File: src/rtl/countdown_pkg.sv
// Shared definitions for the countdown issuer and its downstream responder.
package countdown_pkg;

    localparam int unsigned DELAY_W     = 8;
    localparam int unsigned TABLE_DEPTH = 4;
    localparam int unsigned IDX_W       = $clog2(TABLE_DEPTH);

    localparam logic [2:0] StIdle     = 3'd0;
    localparam logic [2:0] StIssue    = 3'd1;
    localparam logic [2:0] StWaitDone = 3'd2;
    localparam logic [2:0] StFinish   = 3'd3;
    localparam logic [2:0] StAbort    = 3'd4;

    typedef logic [DELAY_W-1:0] delay_t;
    typedef logic [IDX_W-1:0]   idx_t;

    // Keeps a usable counter width even for degenerate timeouts of 1 or 2.
    function automatic int unsigned cnt_width(input int unsigned n);
        return (n > 2) ? $clog2(n) : 1;
    endfunction

endpackage

File: src/rtl/countdown_issuer_timer.sv
// Saturating WAIT_DONE timeout counter; hit_o flags the last permitted cycle.
module countdown_issuer_timer
    import countdown_pkg::*;
#(
    parameter int unsigned TIMEOUT_CYCLES = 300
) (
    input  logic clk_i,
    input  logic rst_ni,
    input  logic clear_i,
    input  logic enable_i,
    output logic hit_o
);

    localparam int unsigned CntW = cnt_width(TIMEOUT_CYCLES);
    localparam logic [CntW-1:0] HitVal = CntW'(TIMEOUT_CYCLES - 1);

    logic [CntW-1:0] cnt_q, cnt_d;

    always_comb begin
        cnt_d = cnt_q;
        if (clear_i) begin
            cnt_d = '0;
        end else if (enable_i && (cnt_q != HitVal)) begin
            cnt_d = cnt_q + 1'b1;
        end
    end

    always_ff @(posedge clk_i or negedge rst_ni) begin
        if (!rst_ni) begin
            cnt_q <= '0;
        end else begin
            cnt_q <= cnt_d;
        end
    end

    assign hit_o = (cnt_q == HitVal);

endmodule

File: src/rtl/countdown_issuer.sv
// Issues a programmable sequence of delay values to a countdown responder,
// waiting for each completion and aborting if one never arrives.
module countdown_issuer
    import countdown_pkg::*;
#(
    parameter int unsigned TIMEOUT_CYCLES = 300
) (
    input  logic               i_w_clk,
    input  logic               i_w_reset_n,
    input  logic               i_w_wr_en,
    input  logic [1:0]         i_w_wr_addr,
    input  logic [7:0]         i_w_wr_data,
    input  logic               i_w_start,
    input  logic [1:0]         i_w_last,
    input  logic               i_w_done,
    output logic               o_w_ready,
    output logic [7:0]         o_w_value,
    output logic               o_w_busy,
    output logic               o_w_finished,
    output logic               o_w_timeout
);

    logic [2:0] state_q, state_d;
    idx_t       idx_q, idx_d;
    idx_t       last_q, last_d;
    delay_t     tbl_q [TABLE_DEPTH];
    logic       tmr_clear, tmr_enable, tmr_hit;
    logic       in_idle;

    assign in_idle = (state_q == StIdle);

    always_comb begin
        state_d    = state_q;
        idx_d      = idx_q;
        last_d     = last_q;
        tmr_clear  = 1'b0;
        tmr_enable = 1'b0;
        case (state_q)
            StIdle: begin
                if (i_w_start) begin
                    state_d = StIssue;
                    idx_d   = '0;
                    last_d  = i_w_last;
                end
            end
            StIssue: begin
                state_d   = StWaitDone;
                tmr_clear = 1'b1;
            end
            StWaitDone: begin
                // Completion takes priority over a coincident timeout hit.
                if (i_w_done) begin
                    if (idx_q == last_q) begin
                        state_d = StFinish;
                    end else begin
                        idx_d   = idx_q + 1'b1;
                        state_d = StIssue;
                    end
                end else if (tmr_hit) begin
                    state_d = StAbort;
                end else begin
                    tmr_enable = 1'b1;
                end
            end
            StFinish: state_d = StIdle;
            StAbort:  state_d = StIdle;
            default:  state_d = StIdle;
        endcase
    end

    always_ff @(posedge i_w_clk or negedge i_w_reset_n) begin
        if (!i_w_reset_n) begin
            state_q <= StIdle;
            idx_q   <= '0;
            last_q  <= '0;
        end else begin
            state_q <= state_d;
            idx_q   <= idx_d;
            last_q  <= last_d;
        end
    end

    always_ff @(posedge i_w_clk or negedge i_w_reset_n) begin
        if (!i_w_reset_n) begin
            for (int i = 0; i < TABLE_DEPTH; i++) begin
                tbl_q[i] <= '0;
            end
        end else if (in_idle && i_w_wr_en) begin
            tbl_q[i_w_wr_addr] <= i_w_wr_data;
        end
    end

    countdown_issuer_timer #(
        .TIMEOUT_CYCLES(TIMEOUT_CYCLES)
    ) u_timer (
        .clk_i   (i_w_clk),
        .rst_ni  (i_w_reset_n),
        .clear_i (tmr_clear),
        .enable_i(tmr_enable),
        .hit_o   (tmr_hit)
    );

    assign o_w_ready    = (state_q == StIssue);
    assign o_w_value    = o_w_ready ? tbl_q[idx_q] : '0;
    assign o_w_busy     = !in_idle;
    assign o_w_finished = (state_q == StFinish);
    assign o_w_timeout  = (state_q == StAbort);

endmodule

File: config.mk
export PLATFORM = sky130hd
export DESIGN_NAME = countdown_issuer
export DESIGN_NICKNAME = d
export VERILOG_FILES = /design/src/rtl/countdown_pkg.sv /design/src/rtl/countdown_issuer_timer.sv /design/src/rtl/countdown_issuer.sv
export SDC_FILE = /design/constraint.sdc
export NUM_CORES = 1
export LEC_CHECK = 0
export CAP_MARGIN = 30
export CORE_MARGIN = 5
export CORE_UTILIZATION = 59
export DETAILED_ROUTE_END_ITERATION = 7
export PLACE_DENSITY = 0.84
export SLEW_MARGIN = 15
export SYNTH_ARGS = -nofsm -noshare
export SYNTH_HDL_FRONTEND = slang
export SYNTH_HIERARCHICAL = 1
export SYNTH_SLANG_ARGS = --single-unit
File: constraint.sdc
create_clock -name i_w_clk -period 5.72 [get_ports i_w_clk]
set_input_delay 1.716 -clock i_w_clk [delete_from_list [all_inputs] [get_ports i_w_clk]]
set_output_delay 1.716 -clock i_w_clk [all_outputs]
set_load 0.02 [all_outputs]
==> results.md <==
* Status: finished, final reports clean
* Post-CTS setup buffers at 0
* Worst-path clk slew at 0.09 ns
* YS warnings at 6
* Yosys cell types at 45
* Antenna violations before repair at 0
* Post-Syn Nets at 197
* First-pass iteration count of the detailed router at 4
* Highest Clock Rate at 0.2376 GHz
* CTS max path bufs at 2
* Avg Inst Size Synth at 13.29 um^2
* Endpoints failing setup at 0
* Fin util at 71.34%
* DP Area at 2691 um^2
* Mux cell area share after synthesis at 25.39%
* Die X at 73.51 um
* Min cycle time layout at 4.209 ns
* Post-cts gate resize count at 0
* CP max FO at 13
* Core region area at 3943 um^2
* Fillers at 256
* Cell Area, Synth at 2380 um^2
* Total CTS buffers at 5
* Final period util at 73.58%
* Row count at 23
* Worst R2R Setup Slack at 3.25 ns
* Final hold viol count at 0
* H-Tree Depth at 2
* Post-synth EDFFs at 0
* Synth Register Bits at 48
* Final Instance Area at 2813 um^2
* Post-synth top area cell: dfrtp_1
* DP HPWL at 3.429 mm
* Fraction of layout cells with a size suffix above 1 at 29.67%
* RSZ-0062 raised after global routing: false
* WS Path Type: reg2out
* Setup Skew at 0.004891 ns
* Ys flop type: dfrtp_1
* Largest cells by area after synthesis: dfrtp_1 (50%), mux2_2 (16%), mux4_2 (7.6%)
* Most frequent cells after synthesis: dfrtp_1 (48), mux2_2 (34), nor2b_1 (10), mux4_2 (8), nand2_1 (8)
* Gr usage total at 20.78%
* DRC violations left at 0
* Area grow syn2layout at 18.19%
* Slowest cell on the critical path: or3b_2
* # IOs at 29
* Worst Setup Start Kind: flop
* Starting density of the core at 60.36%
* Slew @ Worst Pin at 0.6604 ns
* Post-Synthesis Cells at 179
* Synth Area in Simple Gates at 13.83%
* Vias per Instance at 6.008
* Hold_ws at 0.5110 ns
* Worst path cell trace: or3b_2 > inv_1 > clkdlybuf4s50_1
* Ys async rst share at 100.0%
* Largest net degree at the start of global routing at 37
* Register area share after synthesis at 50.47%
* Die ar. at 5404 um^2
* Max incr delay on CP at 0.67 ns
* Min-delay worst type: reg2reg
* Pwr dens at 469.8 nW/um^2
* Global route total overflow at 0
* CTS tree: yes
* TritonCTS Sinks at 48
* Routed wire length at 4.832 mm
* Skew-Pair Late Insertion Delay at 0.30 ns
* Post-Synth XOR/XNOR Area at 1.840%
* ANT nets after route at 0
* Compound-cell area share of the yosys netlist at 5.205%
* Final worst slack at 1.511 ns
* Vias in the first global route at 1739
* Hold buffers post-CTS at 0
* Synth Area in Adders at 0.5258%
* Final setup TNS at 0 ns
* Max IR drop VDD at 0.2775 mV
* Synth top area share at 50.47%
* CP arrival at 2.49 ns
* Port Buffer Count at 28
* First-pass GRT wire length at 8.466 mm
* Die height at 73.51 um
* # diodes at 0
* Placer Congestion at 0.7823
* Routed WL per cell at 18.66 um
* Req. time, crit path at 4.00 ns
* Most frequent cell after synthesis: dfrtp_1
* Final net count at 226
* CTS root buffer: clkbuf_8
* Slew Limit Fails at 0
* Nature of the critical path endpoint: output port
* Via count at 1556
* Rel. slew slack at 55.98%
* Worst slack, placed at 1.845 ns
* Largest family of logic cells by synthesized area: multiplexers
* Number of max-cap violations at 0
* Initial DRC Count at 67
* Leak at 0.001164 uW
## final cells by class
class                      count  area (um^2)  share of cell area, %
timing repair buffer          29        295.3                  10.50
sequential                    48         1201                  42.70
tap                           50        62.56                  2.224
clock inverter                 2        38.79                  1.379
clock buffer                   6        82.58                  2.936
inverter                       5        18.77                 0.6673
multi-input combinational    119         1114                  39.59
## power breakdown
| group | internal [uW] | switching [uW] |
|---|---|---|
| Clock | 143 | 115 |
| Sequential | 475 | 114 |
| Combinational | 292 | 183 |
| Total | 910 | 412 |
## flip-flops by register name, indices dropped and copies added, names as in the netlist
name,flops
last_q,2
u_timer/cnt_q,9
idx_q,2
state_q,3
tbl_q,32
## through the flow
| step | power (uW) | cells |
|---|---|---|
| 4_1_cts | 1335 | 259 |
| 3_5_place_dp | 1075 | 251 |
| 3_3_place_gp | 1035 | 250 |
| 6_report | 1321 | 259 |
| 5_1_grt | 1407 | 259 |
| 2_1_floorplan | 925.8 | 179 |
## critical path: cells and delay by family, from the launching register on
family        cells  cell delay [ns]
buf+inv           2             0.97
flops             1             0.54
simple gates      1             0.67
## cells in the final DEF (no fill, tap or decap), types with 2 or more instances in the layout
| cell type | count |
|---|---|
| a211o_1 | 2 |
| dfrtp_1 | 48 |
| mux4_2 | 8 |
| nor3_1 | 2 |
| nor3b_1 | 2 |
| a311oi_1 | 2 |
| a21oi_1 | 4 |
| or4_1 | 2 |
| or3_1 | 2 |
| nor2_1 | 7 |
| xnor2_1 | 5 |
| nand4_1 | 2 |
| clkbuf_8 | 6 |
| nand3b_2 | 2 |
| inv_1 | 5 |
| o31ai_1 | 2 |
| nand2_1 | 8 |
| mux2_2 | 34 |
| nor2b_1 | 10 |
| mux2i_1 | 3 |
| clkdlybuf4s50_1 | 27 |
| or2_2 | 2 |
## logic make-up after synthesis
| family | Yosys count |
|---|---|
| flip-flops | 48 |
| adder cells (fa/ha/maj) | 1 |
| multiplexers | 46 |
| AO/OA/AOI/OAI | 17 |
| buffers and inverters | 12 |
| AND/OR/NAND/NOR | 50 |
| XOR/XNOR | 5 |
## layer usage
layer	vias up	track usage [%]	wire length (um)
met5	-	0	0
met3	4	6.703	304
met1	786	27.87	2127
met2	49	33.17	2369
met4	0	4.628	31
li1	717	-	-
## final timing paths
path | to | depth (start not counted) | start
setup / recovery | o_w_ready | 3 | state_q[1]
max in group asynchronous | state_q[2] | 2 | i_w_reset_n
setup reg to reg | u_timer/cnt_q[7] | 7 | u_timer/cnt_q[0]
hold / removal | tbl_q[10] | 1 | tbl_q[10]
min in group asynchronous | tbl_q[27] | 1 | i_w_reset_n
hold reg to reg | tbl_q[10] | 1 | tbl_q[10]
(Power assumes the default switching activity.)
